### src/rtl/ram_port_arbiter_if.sv
// rtl/ram_port_arbiter_if.sv - one requester's view of the shared RAM port arbiter
interface ram_port_arbiter_if #(
  parameter int ADDR_W = 14,
  parameter int DATA_W = 64
);
  logic                  req;
  logic [DATA_W/8-1:0]   we;
  logic [ADDR_W-1:0]     addr;
  logic [DATA_W-1:0]     wdata;
  logic                  lock;
  logic                  gnt;
  logic                  rvalid;
  logic [DATA_W-1:0]     rdata;

  modport master (output req, we, addr, wdata, lock, input gnt, rvalid, rdata);
  modport slave  (input req, we, addr, wdata, lock, output gnt, rvalid, rdata);
endinterface

### src/rtl/ram_port_arbiter.sv
// rtl/ram_port_arbiter.sv - two-requester round-robin arbiter for RAM port B; lock support under RAM_ARB_LOCK_EN
module ram_port_arbiter #(
  parameter int ADDR_W   = 14,
  parameter int DATA_W   = 64,
  parameter int MAX_LOCK = 16
) (
  input  logic                clk,
  input  logic                rst_n,
  ram_port_arbiter_if.slave   m0,
  ram_port_arbiter_if.slave   m1,
  output logic                ram_en,
  output logic [DATA_W/8-1:0] ram_web,
  output logic [ADDR_W-1:0]   ram_addr,
  output logic [DATA_W-1:0]   ram_din,
  input  logic [DATA_W-1:0]   ram_dout
);

  localparam int CNT_W = $clog2(MAX_LOCK + 1);
  localparam logic [CNT_W-1:0] CNT_MAX = CNT_W'(MAX_LOCK);

  typedef enum logic [1:0] {IDLE, OWN0, OWN1} own_t;

  own_t             state_q, state_d;
  logic             ptr_q, ptr_d;
  logic [CNT_W-1:0] cnt_q, cnt_d;
  logic [CNT_W-1:0] cnt_inc;
  logic             gnt0, gnt1;
  logic             rv0_q, rv1_q;
  logic             lock0, lock1;

`ifdef RAM_ARB_LOCK_EN
  assign lock0 = m0.lock;
  assign lock1 = m1.lock;
`else
  logic unused_lock;
  assign lock0 = 1'b0;
  assign lock1 = 1'b0;
  assign unused_lock = m0.lock ^ m1.lock;
`endif

  assign cnt_inc = cnt_q + 1'b1;

  // Grant selection, pointer rotation and ownership/lock-counter next state
  always_comb begin
    state_d = state_q;
    ptr_d   = ptr_q;
    cnt_d   = cnt_q;
    gnt0    = 1'b0;
    gnt1    = 1'b0;
    case (state_q)
      IDLE: begin
        if (m0.req && (!m1.req || !ptr_q)) gnt0 = 1'b1;
        else if (m1.req)                   gnt1 = 1'b1;
        // A lock only means something if the owner can get more than one grant
        if (gnt0 && lock0 && (MAX_LOCK > 1)) begin
          state_d = OWN0;
          cnt_d   = CNT_W'(1);
        end else if (gnt1 && lock1 && (MAX_LOCK > 1)) begin
          state_d = OWN1;
          cnt_d   = CNT_W'(1);
        end
      end
      OWN0: begin
        gnt0 = m0.req;
        if (!m0.req || !lock0 || (cnt_inc >= CNT_MAX)) begin
          state_d = IDLE;
          cnt_d   = '0;
        end else begin
          cnt_d = cnt_inc;
        end
      end
      OWN1: begin
        gnt1 = m1.req;
        if (!m1.req || !lock1 || (cnt_inc >= CNT_MAX)) begin
          state_d = IDLE;
          cnt_d   = '0;
        end else begin
          cnt_d = cnt_inc;
        end
      end
      default: begin
        state_d = IDLE;
        cnt_d   = '0;
      end
    endcase
    // Grants are combinational, so they must be suppressed while reset is held
    if (!rst_n) begin
      gnt0 = 1'b0;
      gnt1 = 1'b0;
    end
    // Every grant hands priority to the other side, including a forced release
    if (gnt0)      ptr_d = 1'b1;
    else if (gnt1) ptr_d = 1'b0;
  end

  // Arbiter state and per-requester response-valid registers
  always_ff @(posedge clk or negedge rst_n) begin
    if (!rst_n) begin
      state_q <= IDLE;
      ptr_q   <= 1'b0;
      cnt_q   <= '0;
      rv0_q   <= 1'b0;
      rv1_q   <= 1'b0;
    end else begin
      state_q <= state_d;
      ptr_q   <= ptr_d;
      cnt_q   <= cnt_d;
      rv0_q   <= gnt0;
      rv1_q   <= gnt1;
    end
  end

  // Steer the winner onto the RAM port; quiet port when nobody is granted
  always_comb begin
    ram_en   = gnt0 | gnt1;
    ram_web  = '0;
    ram_addr = '0;
    ram_din  = '0;
    if (gnt0) begin
      ram_web  = m0.we;
      ram_addr = m0.addr;
      ram_din  = m0.wdata;
    end else if (gnt1) begin
      ram_web  = m1.we;
      ram_addr = m1.addr;
      ram_din  = m1.wdata;
    end
  end

  assign m0.gnt    = gnt0;
  assign m1.gnt    = gnt1;
  assign m0.rvalid = rv0_q;
  assign m1.rvalid = rv1_q;
  // RAM output is the pre-write word, so writes return the old data too
  assign m0.rdata  = rv0_q ? ram_dout : '0;
  assign m1.rdata  = rv1_q ? ram_dout : '0;

endmodule

### src/flat_wrapper.sv
// flat-port wrapper written by rule: the top's interface ports become plain ports
module ram_port_arbiter_flat 
#(
  parameter int ADDR_W   = 14,
  parameter int DATA_W   = 64,
  parameter int MAX_LOCK = 16
)
  (clk, rst_n, ram_en, ram_web, ram_addr, ram_din, ram_dout, m0_req, m0_we, m0_addr, m0_wdata, m0_lock, m0_gnt, m0_rvalid, m0_rdata, m1_req, m1_we, m1_addr, m1_wdata, m1_lock, m1_gnt, m1_rvalid, m1_rdata);
  ram_port_arbiter_if #(.ADDR_W(ADDR_W), .DATA_W(DATA_W)) m0_i ();
  ram_port_arbiter_if #(.ADDR_W(ADDR_W), .DATA_W(DATA_W)) m1_i ();
  input  logic clk;
  input  logic rst_n;
  output logic ram_en;
  output logic [DATA_W/8-1:0] ram_web;
  output logic [ADDR_W-1:0] ram_addr;
  output logic [DATA_W-1:0] ram_din;
  input  logic [DATA_W-1:0] ram_dout;
  input wire logic [$bits(m0_i.req)-1:0] m0_req;
  input wire logic [$bits(m0_i.we)-1:0] m0_we;
  input wire logic [$bits(m0_i.addr)-1:0] m0_addr;
  input wire logic [$bits(m0_i.wdata)-1:0] m0_wdata;
  input wire logic [$bits(m0_i.lock)-1:0] m0_lock;
  output wire logic [$bits(m0_i.gnt)-1:0] m0_gnt;
  output wire logic [$bits(m0_i.rvalid)-1:0] m0_rvalid;
  output wire logic [$bits(m0_i.rdata)-1:0] m0_rdata;
  input wire logic [$bits(m1_i.req)-1:0] m1_req;
  input wire logic [$bits(m1_i.we)-1:0] m1_we;
  input wire logic [$bits(m1_i.addr)-1:0] m1_addr;
  input wire logic [$bits(m1_i.wdata)-1:0] m1_wdata;
  input wire logic [$bits(m1_i.lock)-1:0] m1_lock;
  output wire logic [$bits(m1_i.gnt)-1:0] m1_gnt;
  output wire logic [$bits(m1_i.rvalid)-1:0] m1_rvalid;
  output wire logic [$bits(m1_i.rdata)-1:0] m1_rdata;
  assign m0_i.req = m0_req;
  assign m0_i.we = m0_we;
  assign m0_i.addr = m0_addr;
  assign m0_i.wdata = m0_wdata;
  assign m0_i.lock = m0_lock;
  assign m0_gnt = m0_i.gnt;
  assign m0_rvalid = m0_i.rvalid;
  assign m0_rdata = m0_i.rdata;
  assign m1_i.req = m1_req;
  assign m1_i.we = m1_we;
  assign m1_i.addr = m1_addr;
  assign m1_i.wdata = m1_wdata;
  assign m1_i.lock = m1_lock;
  assign m1_gnt = m1_i.gnt;
  assign m1_rvalid = m1_i.rvalid;
  assign m1_rdata = m1_i.rdata;
  ram_port_arbiter #(.ADDR_W(ADDR_W), .DATA_W(DATA_W), .MAX_LOCK(MAX_LOCK)) u_core (.clk(clk), .rst_n(rst_n), .m0(m0_i), .m1(m1_i), .ram_en(ram_en), .ram_web(ram_web), .ram_addr(ram_addr), .ram_din(ram_din), .ram_dout(ram_dout));
endmodule
### config.mk
export PLATFORM = sky130hd
export DESIGN_NAME = ram_port_arbiter_flat
export DESIGN_NICKNAME = d
export VERILOG_FILES = /design/src/rtl/ram_port_arbiter_if.sv /design/src/rtl/ram_port_arbiter.sv /design/src/flat_wrapper.sv
export SDC_FILE = /design/constraint.sdc
export NUM_CORES = 1
export LEC_CHECK = 0
export CAP_MARGIN = 20
export CORE_AREA = 4 4 176 178
export CTS_BUF_LIST = sky130_fd_sc_hd__clkbuf_2
export CTS_CLUSTER_DIAMETER = 30
export DETAILED_ROUTE_END_ITERATION = 8
export DIE_AREA = 0 0 180 182
export DONT_BUFFER_PORTS = 1
export GPL_ROUTABILITY_DRIVEN = 1
export PLACE_DENSITY_LB_ADDON = 0.12
export SKIP_LAST_GASP = 1
export SYNTH_ARGS = -nofsm -noshare
export SYNTH_HDL_FRONTEND = slang
export SYNTH_SLANG_ARGS = --single-unit
### constraint.sdc
create_clock -name clk -period 1.1 [get_ports clk]
set_input_delay 0.055 -clock clk [delete_from_list [all_inputs] [get_ports clk]]
set_output_delay 0.055 -clock clk [all_outputs]
set_load 0.01 [all_outputs]
# After elaboration in Yosys (flattened, before gate mapping)
# Cells that the tools add are included.
# Widths: inputs -> output; s select.
# classes
n_bitwise	1
n_reduce_logical	5
mux	15
# op_table
operator	count
$mux 64	4
$mux 14	2
$mux 8	2
$mux 1	7
$logic_not 1->1	2
$reduce_bool 2->1	1
$logic_and 1x1->1	1
$logic_or 1x1->1	1
$or 1x1->1	1
# totals
input_bits	242
output_inout_bits	219
reg_bits	3

# Longest topological paths before layout
# Gate-level depths: netlist of run 1.
# depth
depth_word	7
ltp_mapped	5
depth_no_buf	2

# Least setup slack after synthesis of run 1
# Ideal clock, no wire load.
# synth_timing
path_type	register to register
from	register u_core.ptr_q
to	register u_core.rv1_q (netlist: u_core.m1.rvalid)
t_arrival_ns	1.100
slack_ns	-0.148
path_buffers	3
required_time_ns	0.952
path_stages_with_launch	6
synth_period_minus_slack_ns	1.248
setup_ns	0.148
cell_sequence	dfrtp_1 > nor2b_1 > buf_6 > buf_6 > buf_6 > nor3_1
# synth_via
elab_chain_cells	5
# synth_rtl
element	line_no	text
from (decl)	ram_port_arbiter.sv:24	logic ptr_q, ptr_d;
from (signal assigned)	ram_port_arbiter.sv:106	ptr_q <= ptr_d;
$logic_not 1->1	ram_port_arbiter.sv:52	if (m0.req && (!m1.req || !ptr_q)) gnt0 = 1'b1;
$logic_or 1x1->1	ram_port_arbiter.sv:52	
$logic_and 1x1->1	ram_port_arbiter.sv:52	
$mux 1	ram_port_arbiter.sv:52	
$mux 1	ram_port_arbiter.sv:87	if (!rst_n) begin
named net m1_gnt	flat_wrapper.sv:31	output wire logic [$bits(m1_i.gnt)-1:0] m1_gnt;
to (signal assigned)	ram_port_arbiter.sv:109	rv1_q <= gnt1;
to (decl)	ram_port_arbiter.sv:28	logic rv0_q, rv1_q;
# The timed path passes the listed nets, and every way through them passes these cells.
# A chain may end at the register's enable or synchronous reset.

# Worst setup path after layout of run 1
# layout_timing
from	register u_core.ptr_q
to	output port ram_din[8]
# layout_via
elab_chain_cells	7
# layout_rtl
element	line_no	text
$logic_not 1->1 (*)	ram_port_arbiter.sv:52	
$logic_or 1x1->1 (*)	ram_port_arbiter.sv:52	
$logic_and 1x1->1 (*)	ram_port_arbiter.sv:52	
$mux 1	ram_port_arbiter.sv:52	
$mux 1	ram_port_arbiter.sv:87	
$mux 64	ram_port_arbiter.sv:123	end else if (gnt1) begin
$mux 64 (*)	ram_port_arbiter.sv:119	if (gnt0) begin
to (decl)	flat_wrapper.sv:16	output logic [DATA_W-1:0] ram_din;
# Mark *: on every way between the ends. The rest lies on a longest branch, timed or not.

==> run metrics, run 1 <==
outcome finished with violations; failing checks negative setup slack; Sink Count 3; drt total wl ~21000 um; row cnt 63; clk slew on worst S/H paths around 0.070 ns; CP cell instances a21bo_4, buf_12, o32ai_1, buf_4; Clock Path Buffers 2; Final Worst Setup Slack -0.404 ns; Clock Skews around 0.023 ns; Die Ht roughly 180 um; routed length per instance 23.7 um; Core Util, Final around 17%; number of nets in the layout around 750; Slew HR between 60% and 70%; core area 0.0294 mm^2; final period utilization 137%; DRC Markers 0; unrepaired setup endpoints after global routing yes; Max stage delay on crit path between 0.4 and 0.5 ns; Via density 4.27; routed via count a little under 4000; Worst setup SP type flop; Hold/Removal Path Class in -> reg; CTS tree done; filler cell count in the final layout around 3300; share of layout cells above drive strength 1 about half; Tmin final 1.50 ns; area delta synth->final 73.4%; Post-DP HPWL ~16000 um; crit end category output pin; Mean Syn Cell Area around 6.2 um^2; static leakage 1.85 nW; placed cell area slightly above 0.004 mm^2; Hold Violations, Final 0; DRT Pass-1 Iters 4; Post-Syn Area roughly 0.0029 mm^2; Tightest Pin Transition approximately 0.47 ns; die footprint 0.0328 mm^2; Peak Freq 0.665 GHz; post-route cell area about 0.0050 mm^2; Die X approximately 180 um; initial core utilization about 9.7%; first-pass GRT wire length about 29000 um; synth warn 0; Mapped Nets roughly 700; total gr overflow 0; Placer Congestion between 0.9 and 1; FF+latch count, synth 3; CP Data Required Time between 1 and 1.5 ns; DR iter-0 viols approximately 160; PwrDens slightly below 600 mW/mm^2; Clk Tree Root Cell clkbuf_2; CTS H-tree depth 1; arrival time at the worst endpoint 1.45 ns; largest net degree at the start of global routing around 180; count of final max-slew check failures 0; I/O pins between 400 and 500; GRT Overall Usage a little under an eighth; register area share after synthesis roughly 2.6%; crit path max fanout 30; Worst VDD drop between 0.15 and 0.2 mV; Synth cell types 17; Cells after Synth between 400 and 500; cts bufs inserted 3; final setup violation count around 220; Worst-Skew Late Latency approximately 0.23 ns; max_cap viols 0; antenna violations before repair 1; IO buf count 0; antenna-violating nets left 0; number of global-route vias before repair 3985; critical path class reg -> out; Slowest cell on crit path dfrtp_2
synthesized netlist by cell type (all sizes together):
cell	n	area, um^2
o32ai	86	971
clkbuf	29	109
nor2	3	11.3
nor3	1	5.00
and2	128	801
inv	2	7.50
buf	33	214
a31oi	1	6.26
nand2	172	646
a21oi	1	5.00
dfrtp	3	75.1
nor2b	1	6.26
a21bo	1	10.0
sequential cells by signal (all words and copies together), names as in the netlist:
name	cells
u_core.m1.rvalid	1
u_core.ptr_q	1
u_core.m0.rvalid	1
final cells by class:
| type | instances | area [um^2] | area share, % |
|---|---|---|---|
| diodes | 2 | 5.00 | 0.101 |
| clock buffers | 4 | 20.0 | 0.403 |
| inverters | 2 | 10.0 | 0.201 |
| multi-input cells | 394 | 3150 | 63.3 |
| flip-flops and latches | 3 | 81.3 | 1.64 |
| well taps | 390 | 488 | 9.82 |
| repair buffers | 107 | 1220 | 24.5 |
final timing paths:
kind	startpoint	endpoint	slack [ns]	cells past startpoint
max in group asynchronous	rst_n	u_core.m0.rvalid$_DFF_PN0_	0.51	1
min reg2reg	u_core.ptr_q$_DFFE_PN0P_	u_core.ptr_q$_DFFE_PN0P_	0.54	1
max	u_core.ptr_q$_DFFE_PN0P_	ram_din[8]	-0.40	4
min	m0_req	u_core.ptr_q$_DFFE_PN0P_	0.03	2
min in group asynchronous	rst_n	u_core.ptr_q$_DFFE_PN0P_	0.30	1
max reg2reg	u_core.ptr_q$_DFFE_PN0P_	u_core.m0.rvalid$_DFF_PN0_	-0.09	3
cell usage in the layout (no fill, tap or decap), drive strengths merged:
cell         Yosys  final
diode            0      2
a21bo            1      1
nor3             1      1
nand2          172    172
and2           128    128
clkbuf          29      5
a31oi            1      1
dlygate4sd3      0      2
buf             33    104
nor2b            1      1
nor2             3      3
inv              2      2
a21oi            1      1
dfrtp            3      3
o32ai           86     86
where the power goes:
| part | internal (mW) | switching [mW] |
|---|---|---|
| registers | 0.126 | 0.0402 |
| logic | 1.24 | 1.31 |
| clock network | 0.0965 | 0.0785 |
layer usage:
| metal | vias up | wire length [um] | global-route usage, % |
|---|---|---|---|
| met1 | 1844 | 6270 | 10.4 |
| met2 | 271 | 12700 | 24.3 |
| met4 | 0 | 801 | 4.05 |
| met3 | 39 | 1700 | 2.96 |
| li1 | 1699 | - | - |
| met5 | - | 0 | 0 |
critical path: cells and delay by family, from the launching register on:
family / cells / cell delay [ns]
AOI/OAI and AO/OA: 2 / 0.40
buffers and inverters: 2 / 0.35
DFF: 1 / 0.45
through the flow:
step	worst slack [ns]	hold WS, ns	cells	setup TNS (ns)	power (mW)
finish	-0.404	0.0254	902	-50.57	2.89
global route	-0.476	0.0165	902	-63.60	3.08
global placement	-0.161	-0.226	872	-10.42	2.21
floorplan	-0.0479	-0.241	461	-3.69	1.71
CTS	-0.426	0.00696	893	-53.17	2.83
detailed placement	-0.166	-0.228	872	-11.26	2.21
cell families (layout without fill, tap and decap cells):
kind of cell           count (synthesis)  after routing  share of synthesized area [%]
other                                  0              2                              0
AND/OR/NAND/NOR                      305            305                           51.2
flip-flops                             3              3                           2.62
AO/OA/AOI/OAI                         89             89                           34.6
buffers and inverters                 64            113                           11.5
what timing repair did:
item                                   in CTS  in global routing
hold buffers                                2                  0
resized for setup                         122                 33
endpoints found under the hold margin       4                  0
setup endpoints to repair                 218                218
pin swaps                                  18                 19
setup buffers                               3                  8
cloned                                     12                  2
Note: power is estimated with default switching activity, not from simulation.
==> run 2: changes to the inputs <==
- REMOVE_ABC_BUFFERS: unset -> 1
==> run 2 against run 1 <==
- the run still ends with negative setup slack left
- cell area increased by 14%
- global-route usage increased by 0.25 points
- sequential power increased by 4%
- clock skew increased by 0.00064 ns
- non-clock buffer count increased by 26
- largest power group unchanged
- clock power increased by 8%
- maximum frequency decreased by 3.7%
==> run metrics, run 2 (synthesized netlist as in run 1, its figures left out) <==
final setup violation count between 200 and 250; Final Worst Setup Slack -0.462 ns; max_cap viols 0; Worst Hold Endpoint u_core.ptr_q$_DFFE_PN0P_; Via density between 4 and 5; total gr overflow 0; Reg2Reg Launch Point u_core.ptr_q$_DFFE_PN0P_; crit end category output pin; Clk Tree Root Cell clkbuf_2; CTS tree done; Worst setup SP type flop; Sink Count 3; CTS H-tree depth 1; count of final max-slew check failures 0; Tightest Pin Transition between 0.4 and 0.5 ns; worst r2r path cells 3; final period utilization 142%; PwrDens around 600 mW/mm^2; unrepaired setup endpoints after global routing yes; initial core utilization 9.75%; DR iter-0 viols 94; Worst-Skew Late Latency ~0.23 ns; Core Util, Final 19.3%; cts bufs inserted 3; Post-DP HPWL ~18000 um; largest net degree at the start of global routing around 180; share of layout cells above drive strength 1 between 60% and 70%; area delta synth->final 97.5%; routed length per instance 26.1 um; die footprint about 0.033 mm^2; arrival time at the worst endpoint between 1.5 and 2 ns; static leakage between 2 and 2.5 nW; core area 0.0294 mm^2; antenna-violating nets left 0; Tmin final between 1.5 and 2 ns; antenna violations before repair 4; Hold Violations, Final 0; Hold Crit Start rst_n; Hold/Removal Path Class in -> reg; Die X around 180 um; drt total wl ~24000 um; Worst VDD drop roughly 0.24 mV; CP Data Required Time between 1 and 1.5 ns; critical path class reg -> out; internal reg-to-reg setup slack -0.11 ns; reg2reg end u_core.m0.rvalid$_DFF_PN0_; final hold slack about 0.2 ns; dpl ws -0.253 ns; WHS Path Cells 2; DRT Pass-1 Iters 4; GRT Overall Usage a little under an eighth; number of global-route vias before repair just under 4000; crit path max fanout 18; Diodes inserted 0; Clock Skews approximately 0.023 ns; IO buf count 0; outcome finished with violations; first-pass GRT wire length about 30000 um; clk slew on worst S/H paths approximately 0.09 ns; Clock Path Buffers 2; Placer Congestion between 0.9 and 1; DRC Markers 0; Slew HR roughly 72%; routed via count a little over 4000; Cells after DPL a little under 900; Final Non-Filler Cells around 930; row cnt 63; I/O pins between 400 and 500; failing checks negative setup slack; commonest non-fill, non-tap cell in the layout nand2_1; number of nets in the layout between 700 and 800; most frequent cells in the layout nand2_1 (172), and2_4 (125), buf_4 (83); Peak Freq 0.640 GHz; Die Ht between 150 and 200 um
## run 2: area by class of cell
type	count	area, um^2
clock buffers	4	20.0
inverters	2	8.76
multi-input cells	395	3520
repair buffers	133	1550
fillers	3258	23700
well taps	390	488
flip-flops and latches	3	83.8
## run 2: where the power goes
part	leakage (nW)	switching (mW)	total [mW]	internal, mW
Combinational	2.09	1.50	3.05	1.54
Sequential	0.0335	0.0458	0.173	0.127
Clock	0.0166	0.0920	0.189	0.0966
Total	2.14	1.64	3.41	1.77
## run 2: metal layers
layer / GRT usage [%] / vias to the layer above / share of wire, %
li1: - / 1750 / -
met1: 11.0 / 1916 / 31
met2: 24.0 / 313 / 55
met3: 4.53 / 46 / 10
met4: 2.56 / 8 / 3.7
met5: 0 / - / 0.24
## run 2: how the worst max path moves through the flow
stage	startpoint	to	slack [ns]	cells past startpoint
floorplan	u_core.ptr_q$_DFFE_PN0P_	u_core.m1.rvalid$_DFF_PN0_	-3.82	2
global placement	u_core.ptr_q$_DFFE_PN0P_	ram_din[33]	-0.21	5
detailed placement	u_core.ptr_q$_DFFE_PN0P_	ram_web[6]	-0.25	5
CTS	u_core.ptr_q$_DFFE_PN0P_	ram_din[5]	-0.53	5
global route	u_core.ptr_q$_DFFE_PN0P_	ram_web[3]	-0.54	5
finish	u_core.ptr_q$_DFFE_PN0P_	ram_din[38]	-0.46	4
## run 2: what timing repair did
item / 4_1_cts / 5_1_grt
endpoints found under the setup margin: 217 / 219
gates cloned: 7 / 14
hold endpoints to repair: 4 / 0
gates resized for setup: 70 / 178
pin swaps: 8 / 62
hold buffers: 3 / 0
buffers inserted: 4 / 16
## run 2: critical path, cell delays in order (launching register included)
cell and delay (ns):
dfrtp_2 0.46, a21bo_4 0.29, buf_12 0.18, buf_4 0.19, o32ai_4 0.14
## run 2: metrics by stage
stage	area [um^2]	setup TNS, ns	total power [mW]
after floorplan	2540	-335.62	1.23
after global placement	3840	-12.29	2.00
after detailed placement	3840	-14.05	2.01
after CTS	4480	-60.05	2.68
after global routing	5660	-73.22	3.61
final	5660	-61.77	3.41
